`src/rtl/segled_scan_ctrl.sv`:
```
// Four-digit 7-segment scan scheduler with blanking gaps and frame-aligned display updates.
// Optional leading-zero blanking is enabled by defining SEGLED_LZB_EN.
module segled_scan_ctrl #(
    parameter int DWELL_CYC = 12500,
    parameter int BLANK_CYC = 500,
    parameter int CNT_W     = 16
) (
    input  logic        sys_clk,
    input  logic        sys_rst,
    input  logic        disp_en,
    input  logic        upd_valid,
    input  logic [15:0] upd_data,
    output logic        upd_ready,
    output logic [3:0]  digit_data,
    output logic [3:0]  seg_sel_n,
    output logic        frame_tick
);

    typedef enum logic [1:0] {S_OFF, S_BLANK, S_DRIVE} state_t;

    localparam logic [CNT_W-1:0] BLANK_LAST = CNT_W'(BLANK_CYC - 1);
    localparam logic [CNT_W-1:0] DWELL_LAST = CNT_W'(DWELL_CYC - 1);

    state_t            state_q, state_d;
    logic [1:0]        idx_q, idx_d;
    logic [CNT_W-1:0]  phase_q, phase_d;
    logic [15:0]       disp_buf_q, disp_buf_d;
    logic [15:0]       shadow_q;
    logic              pending_q, pending_d;
    logic              frame_end;
    logic              xfer, commit;
    logic [3:0]        sel_d, dat_d;
    logic [3:0]        sel_q, dat_q;
    logic              tick_q, rdy_q;

    always_ff @(posedge sys_clk) begin
        if (sys_rst) begin
            state_q <= S_OFF;
        end else begin
            state_q <= state_d;
        end
    end

    always_comb begin
        state_d   = state_q;
        idx_d     = idx_q;
        phase_d   = phase_q;
        frame_end = 1'b0;
        if (!disp_en) begin
            state_d = S_OFF;
            idx_d   = 2'd0;
            phase_d = '0;
        end else begin
            case (state_q)
                S_OFF: begin
                    state_d = S_BLANK;
                    idx_d   = 2'd0;
                    phase_d = '0;
                end
                S_BLANK: begin
                    if (phase_q == BLANK_LAST) begin
                        state_d = S_DRIVE;
                        phase_d = '0;
                    end else begin
                        phase_d = phase_q + CNT_W'(1);
                    end
                end
                S_DRIVE: begin
                    if (phase_q == DWELL_LAST) begin
                        state_d   = S_BLANK;
                        phase_d   = '0;
                        idx_d     = idx_q + 2'd1;
                        frame_end = (idx_q == 2'd3);
                    end else begin
                        phase_d = phase_q + CNT_W'(1);
                    end
                end
                default: begin
                    state_d = S_OFF;
                    idx_d   = 2'd0;
                    phase_d = '0;
                end
            endcase
        end
    end

    // A parked display has no frame boundary, so commit immediately while OFF.
    always_comb begin
        xfer       = upd_valid && !pending_q;
        commit     = pending_q && (frame_end || (state_q == S_OFF));
        disp_buf_d = commit ? shadow_q : disp_buf_q;
        pending_d  = pending_q;
        if (xfer) begin
            pending_d = 1'b1;
        end else if (commit) begin
            pending_d = 1'b0;
        end
    end

    always_comb begin
        logic [3:0] supp;
        supp    = 4'b0000;
`ifdef SEGLED_LZB_EN
        supp[3] = (disp_buf_d[15:12] == 4'h0);
        supp[2] = supp[3] && (disp_buf_d[11:8] == 4'h0);
        supp[1] = supp[2] && (disp_buf_d[7:4] == 4'h0);
`endif
        sel_d = 4'hF;
        dat_d = disp_buf_d[{idx_d, 2'b00} +: 4];
        if (state_d == S_DRIVE) begin
            if (supp[idx_d]) begin
                dat_d = 4'hF;
            end else begin
                sel_d[idx_d] = 1'b0;
            end
        end
    end

    always_ff @(posedge sys_clk) begin
        if (sys_rst) begin
            idx_q      <= 2'd0;
            phase_q    <= '0;
            disp_buf_q <= 16'h0000;
            shadow_q   <= 16'h0000;
            pending_q  <= 1'b0;
            sel_q      <= 4'hF;
            dat_q      <= 4'h0;
            tick_q     <= 1'b0;
            rdy_q      <= 1'b1;
        end else begin
            idx_q      <= idx_d;
            phase_q    <= phase_d;
            disp_buf_q <= disp_buf_d;
            if (xfer) begin
                shadow_q <= upd_data;
            end
            pending_q  <= pending_d;
            sel_q      <= sel_d;
            dat_q      <= dat_d;
            tick_q     <= frame_end;
            rdy_q      <= ~pending_d;
        end
    end

    assign seg_sel_n  = sel_q;
    assign digit_data = dat_q;
    assign frame_tick = tick_q;
    assign upd_ready  = rdy_q;

endmodule

```
`config.mk`:
```
export PLATFORM = sky130hd
export DESIGN_NAME = segled_scan_ctrl
export DESIGN_NICKNAME = d
export VERILOG_FILES = /design/src/rtl/segled_scan_ctrl.sv
export SDC_FILE = /design/constraint.sdc
export NUM_CORES = 1
export LEC_CHECK = 0
export CAP_MARGIN = 20
export CORE_MARGIN = 1
export CORE_UTILIZATION = 45
export CTS_BUF_LIST = sky130_fd_sc_hd__clkbuf_8
export DETAILED_ROUTE_END_ITERATION = 8
export PLACE_DENSITY = 0.75
export SETUP_SLACK_MARGIN = 0.5
export SYNTH_ARGS = -nofsm -noshare
export SYNTH_HDL_FRONTEND = slang
export SYNTH_SLANG_ARGS = --single-unit
export TNS_END_PERCENT = 50
```
`constraint.sdc`:
```
create_clock -name sys_clk -period 2.4 [get_ports sys_clk]
set_input_delay 0.48 -clock sys_clk [delete_from_list [all_inputs] [get_ports sys_clk]]
set_output_delay 0.48 -clock sys_clk [all_outputs]
set_load 0.05 [all_outputs]
```
==> impl_metrics.env, run 1 <==
export IMPL_grt_antenna_before_repair=0
export IMPL_max_freq_mhz=486
export IMPL_ys_seq_area_frac=0.479
export IMPL_postSynthAreaPerCell_um2=9.31
export IMPL_synthFlopType="dfxtp_1"
export IMPL_syn_inst=283
export IMPL_clockBufferDepth=2
export IMPL_slew_headroom=0.630
export IMPL_crit_slowest_cell="dfxtp_2"
export IMPL_outcome="complete, no violations"
export IMPL_synth_edf_count=0
export IMPL_ys_top_cells_by_area="dfxtp_1 (48%), nand2_1 (6.6%), mux2i_1 (6.5%), nor2_1 (5.4%), a21oi_1 (3.4%)"
export IMPL_vias_per_cell=5.10
export IMPL_die_y_um=78.5
export IMPL_grt_pass1_wl_um=8730
export IMPL_drv_slew=0
export IMPL_min_from="shadow_q[3]"
export IMPL_netlist_area_leader_share=0.479
export IMPL_rr_worst_depth=8
export IMPL_rows=27
export IMPL_post_place_ws_ns=0.181
export IMPL_hold_violations=0
export IMPL_synth_top_cell_by_area="dfxtp_1"
export IMPL_syn_num_nets=309
export IMPL_layout_drive_gt1_share=0.171
export IMPL_nNetsFinal=349
export IMPL_maxCapViolations=0
export IMPL_ioPinCount=30
export IMPL_area_growth_pct=27.2
export IMPL_grt_overflow_total=0
export IMPL_cts_sinks=63
export IMPL_fp_dieArea_um2=6170
export IMPL_critical_path_cell_chain="ha_4, nor4b_4, nand4_4, o31a_1, buf_12, mux2i_1, mux2_1, o22ai_1"
export IMPL_gp_congestion=0.829
export IMPL_wire_per_inst_um=12.9
export IMPL_path_max_fanout=16
export IMPL_worstPathArrival_ns=2.33
export IMPL_first_pass_iters=6
export IMPL_max_vdd_ir_drop_v=0.000391
export IMPL_synth_top_cells_by_count="dfxtp_1 (63), nand2_1 (46), nor2_1 (38)"
export IMPL_crit_path_end_kind="register"
export IMPL_dp_hpwl_um=3480
export IMPL_start_util=0.473
export IMPL_p_leak_nw=1.38
export IMPL_routed_via_count=2040
export IMPL_r2r_start="phase_q[0]"
export IMPL_portBuffers=29
export IMPL_fin_ws_ns=0.344
export IMPL_fill_cells=479
export IMPL_power_per_cell_area_nw_per_um2=705
export IMPL_grtUsageTotal=0.190
export IMPL_rsz0062_at_grt="true"
export IMPL_ctsRootBufferMaster="clkbuf_8"
export IMPL_synth_warnings=0
export IMPL_setup_tns_ns=0
export IMPL_yosysMostFrequentCell="dfxtp_1"
export IMPL_clk_pin_slew_worst_paths_ns=0.07
export IMPL_clk_latency_ns=0.35
export IMPL_core_area_um2=5570
export IMPL_worstSetupStartpointType="register"
export IMPL_diodes=0
export IMPL_cp_startpoint="phase_q[0]"
export IMPL_synthArstFlopShare=0
export IMPL_drc=0
export IMPL_synth_cell_type_count=45
export IMPL_hold_depth=2
export IMPL_setup_viol=0
export IMPL_path_class="reg2reg"
export IMPL_skew_ns=0.00874
export IMPL_slowest_delay_ns=0.36
export IMPL_drtIter0Drc=97
export IMPL_die_w_um=78.5
export IMPL_required_ns=2.68
export IMPL_grt_pass1_vias=1887
export IMPL_wirelength_um=5170
export IMPL_finalCritPeriodShare=0.857
export IMPL_cts_buffers=9
export IMPL_synth_seq_cells=63
export IMPL_cts_max_level=3
export IMPL_synth_area_um2=2640
export IMPL_fin_crit_ns=2.06
export IMPL_tightest_slew_ns=0.554
export IMPL_drtAntennaViolNets=0
export IMPL_hold_class="reg2reg"
export IMPL_grt_max_degree=27
export IMPL_cts_tree="done"
-- kinds of logic (layout without fill, tap and decap cells) --
group | Yosys count | after routing | synth area share
XOR/XNOR | 14 | 14 | 0.0465
buffers and inverters | 21 | 66 | 0.0446
multiplexers | 26 | 26 | 0.103
AO/OA/AOI/OAI | 31 | 31 | 0.0717
flip-flops | 63 | 63 | 0.479
AND/OR/NAND/NOR | 122 | 122 | 0.227
adder cells (fa/ha/maj) | 6 | 6 | 0.0285
-- layout make-up --
type,instances,area [um^2],area share
clock buffer,9,124,0.0370
clock inverter,7,120,0.0358
inverter,8,30.0,0.00896
multi-input combinational,199,1310,0.392
sequential,63,1270,0.378
tap,72,90.1,0.0269
timing repair buffer,42,407,0.121
-- routing by layer --
metal,track usage,up-vias,part of all wire
met4,0.120,0,0.027
li1,-,1038,-
met5,0,-,0
met2,0.275,29,0.45
met1,0.242,961,0.49
met3,0.0581,12,0.033
-- placed cells by master, fill, tap and decap left out, drive strengths merged, types with 2 or more instances in the layout --
cell,instances
a21oi,18
nor2b,3
dfxtp,63
inv,9
dlygate4sd2,8
nand2,46
clkinv,2
o22ai,4
bufinv,3
or2,2
nor2,38
xnor2,5
mux2i,17
clkdlybuf4s50,21
clkbuf,9
and3,5
mux2,9
nand4,4
ha,6
xor2,9
nor4,2
nand3,11
nor3,4
buf,13
-- critical path: cells and delay by family, from the launching register on --
family / cells / cell delay, ns
multiplexers: 2 / 0.45
AND/OR/NAND/NOR: 2 / 0.43
AO/OA/AOI/OAI: 2 / 0.43
flip-flops: 1 / 0.36
buffers and inverters: 1 / 0.17
adder cells (fa/ha/maj): 1 / 0.13
-- flip-flops by register name, summed over array words and instances (netlist names), 2 cells and up --
register and count:
digit_data 4, disp_buf_q 16, idx_q 2, phase_q 16, seg_sel_n 4, shadow_q 16, state_q 2
-- stage by stage --
stage | total power, mW | hold WS (ns) | utilization | instance area, um^2 | instances
final | 2.36 | 0.457 | 0.601 | 3350 | 400
after floorplan | 1.20 | 0.420 | - | 2670 | 283
after global placement | 1.26 | 0.431 | 0.542 | 3020 | 377
after global routing | 2.46 | 0.473 | 0.601 | 3350 | 400
after detailed placement | 1.26 | 0.434 | 0.542 | 3020 | 377
after CTS | 2.38 | 0.460 | 0.596 | 3320 | 399
-- path summary, 6_finish.rpt --
kind / to / slack [ns]
setup / recovery: digit_data[1] / 0.34
hold / removal: shadow_q[3] / 0.46
setup reg to reg: digit_data[1] / 0.34
hold reg to reg: shadow_q[3] / 0.46
-- repair_timing --
item,in CTS,in global routing
cloned,0,0
buffers inserted,6,1
hold buffers,0,0
setup endpoints to repair,33,27
gates resized for setup,15,3
pin swaps,6,1
-- report_power, final --
part	switching [mW]	internal, mW	total, mW	leakage (nW)
Sequential	0.0141	1.07	1.09	0.514
Clock	0.433	0.693	1.13	0.120
Combinational	0.0776	0.0737	0.151	0.745
Total	0.525	1.84	2.36	1.38
No activity file was read; power rests on OpenSTA's default activity.
==> run 2, diff against run 1 <==
Settings changed: CORE_MARGIN 1 to 2.
Clock period 2.4 ns to 2.2 ns, I/O delays scaled along.
==> impl_metrics.env, run 2 (synthesized netlist as in run 1, its figures left out) <==
export IMPL_outcome="complete, no violations"
export IMPL_setup_tns_ns=0
export IMPL_grt_overflow_total=0
export IMPL_slew_headroom=0.642
export IMPL_rows=27
export IMPL_grt_antenna_before_repair=0
export IMPL_critical_path_cell_chain="ha_4, nor4b_4, nand4_4, o31a_1, buf_12, mux2i_1, mux2_4, o22ai_1"
export IMPL_dp_hpwl_um=3590
export IMPL_grt_pass1_vias=1949
export IMPL_die_y_um=80.5
export IMPL_core_area_um2=5570
export IMPL_maxCapViolations=0
export IMPL_clk_pin_slew_worst_paths_ns=0.07
export IMPL_worstPathArrival_ns=2.38
export IMPL_ioPinCount=30
export IMPL_worstSetupStartpointType="register"
export IMPL_tightest_slew_ns=0.535
export IMPL_design_area_um2=3390
export IMPL_finalCritPeriodShare=0.966
export IMPL_drc=0
export IMPL_drtAntennaViolNets=0
export IMPL_layout_common_cells="dfxtp_1 (60), nand2_1 (44), nor2_1 (37), clkdlybuf4s50_1 (24), a21oi_1 (18)"
export IMPL_slowest_delay_ns=0.35
export IMPL_mostFrequentLayoutCell="dfxtp_1"
export IMPL_cts_buffers=9
export IMPL_max_freq_mhz=471
export IMPL_fill_cells=476
export IMPL_routed_via_count=2043
export IMPL_placed_area_um2=3040
export IMPL_whs_ns=0.457
export IMPL_wirelength_um=5370
export IMPL_p_leak_nw=1.42
export IMPL_vias_per_cell=5.11
export IMPL_crit_path_end_kind="register"
export IMPL_wire_per_inst_um=13.4
export IMPL_grt_pass1_wl_um=9060
export IMPL_power_per_cell_area_nw_per_um2=724
export IMPL_fin_total_pwr_mw=2.45
export IMPL_nNetsFinal=349
export IMPL_ctsRootBufferMaster="clkbuf_8"
export IMPL_cts_max_level=3
export IMPL_die_w_um=80.5
export IMPL_gp_congestion=0.847
export IMPL_portBuffers=29
export IMPL_path_max_fanout=16
export IMPL_path_class="reg2reg"
export IMPL_fp_dieArea_um2=6480
export IMPL_cts_sinks=63
export IMPL_drtIter0Drc=58
export IMPL_rsz0062_at_grt="true"
export IMPL_drv_slew=0
export IMPL_crit_slowest_cell="dfxtp_2"
export IMPL_clk_latency_ns=0.33
export IMPL_start_util=0.473
export IMPL_hold_violations=0
export IMPL_grt_max_degree=19
export IMPL_hold_class="reg2reg"
export IMPL_first_pass_iters=4
export IMPL_clockBufferDepth=2
export IMPL_required_ns=2.46
export IMPL_cts_tree="done"
export IMPL_top_regs="disp_buf_q: 16 flops, phase_q: 16 flops, shadow_q: 16 flops"
export IMPL_layout_drive_gt1_share=0.189
export IMPL_fin_crit_ns=2.13
export IMPL_skew_ns=0.00630
export IMPL_grtUsageTotal=0.184
export IMPL_max_vdd_ir_drop_v=0.000439
export IMPL_setup_viol=0
export IMPL_diodes=0
export IMPL_area_growth_pct=28.6
run 2: changes by cell type in the layout (fill, tap and decap cells not counted), moves of 2 or more:
cell	previous run	this run
dlygate4sd2_1	8	2
clkdlybuf4s50_1	21	24
dlymetal6s2s_1	0	3
dfxtp_1	58	60
dfxtp_2	5	3
nand2_4	0	2
nand3_1	11	9
nand3_2	0	2
run 2: metrics by stage:
| stage | util | setup slack, ns | std cells |
|---|---|---|---|
| 2_1_floorplan | - | 0.169 | 283 |
| 3_3_place_gp | 0.545 | 0.0585 | 379 |
| 3_5_place_dp | 0.545 | 0.00356 | 379 |
| 4_1_cts | 0.602 | 0.0628 | 400 |
| 5_1_grt | 0.608 | 0.0475 | 400 |
| 6_report | 0.608 | 0.0748 | 400 |
run 2: critical path: cells and delay by family (launching register included):
kind / cells / cell delay [ns]
buffers and inverters: 1 / 0.17
multiplexers: 2 / 0.43
flip-flops: 1 / 0.35
AO/OA/AOI/OAI: 2 / 0.50
AND/OR/NAND/NOR: 2 / 0.46
adder cells (fa/ha/maj): 1 / 0.13
run 2: final cells by class:
type                       instances  area, um^2  share of cell area
tap                               72        90.1              0.0266
clock buffer                       9         124              0.0366
multi-input combinational        200        1380               0.408
sequential                        63        1260               0.373
timing repair buffer              41         402               0.119
inverter                           8        30.0             0.00886
clock inverter                     7        95.1              0.0281
run 2: final timing paths:
kind,from,to,slack [ns],depth (start not counted)
max reg2reg,phase_q[1],digit_data[3],0.07,8
max,phase_q[1],digit_data[3],0.07,8
min reg2reg,shadow_q[3],shadow_q[3],0.46,2
min,shadow_q[3],shadow_q[3],0.46,2
run 2: layer usage:
metal | GRT usage | share of wire
met2 | 0.302 | 0.49
met5 | 0 | 0
met4 | 0.0712 | 0.015
met1 | 0.226 | 0.46
met3 | 0.0539 | 0.036
run 2: where the power goes:
group | total [mW] | internal, mW | switching, mW
Sequential | 1.18 | 1.17 | 0.0159
Clock | 1.09 | 0.639 | 0.455
Combinational | 0.175 | 0.0838 | 0.0912
Total | 2.45 | 1.89 | 0.562
run 2: what timing repair did:
| item | CTS | global route |
|---|---|---|
| cloned | 1 | 0 |
| hold buffers | 0 | 0 |
| pin swaps | 4 | 1 |
| setup endpoints to repair | 53 | 52 |
| setup buffers | 4 | 0 |
| gates resized for setup | 16 | 9 |
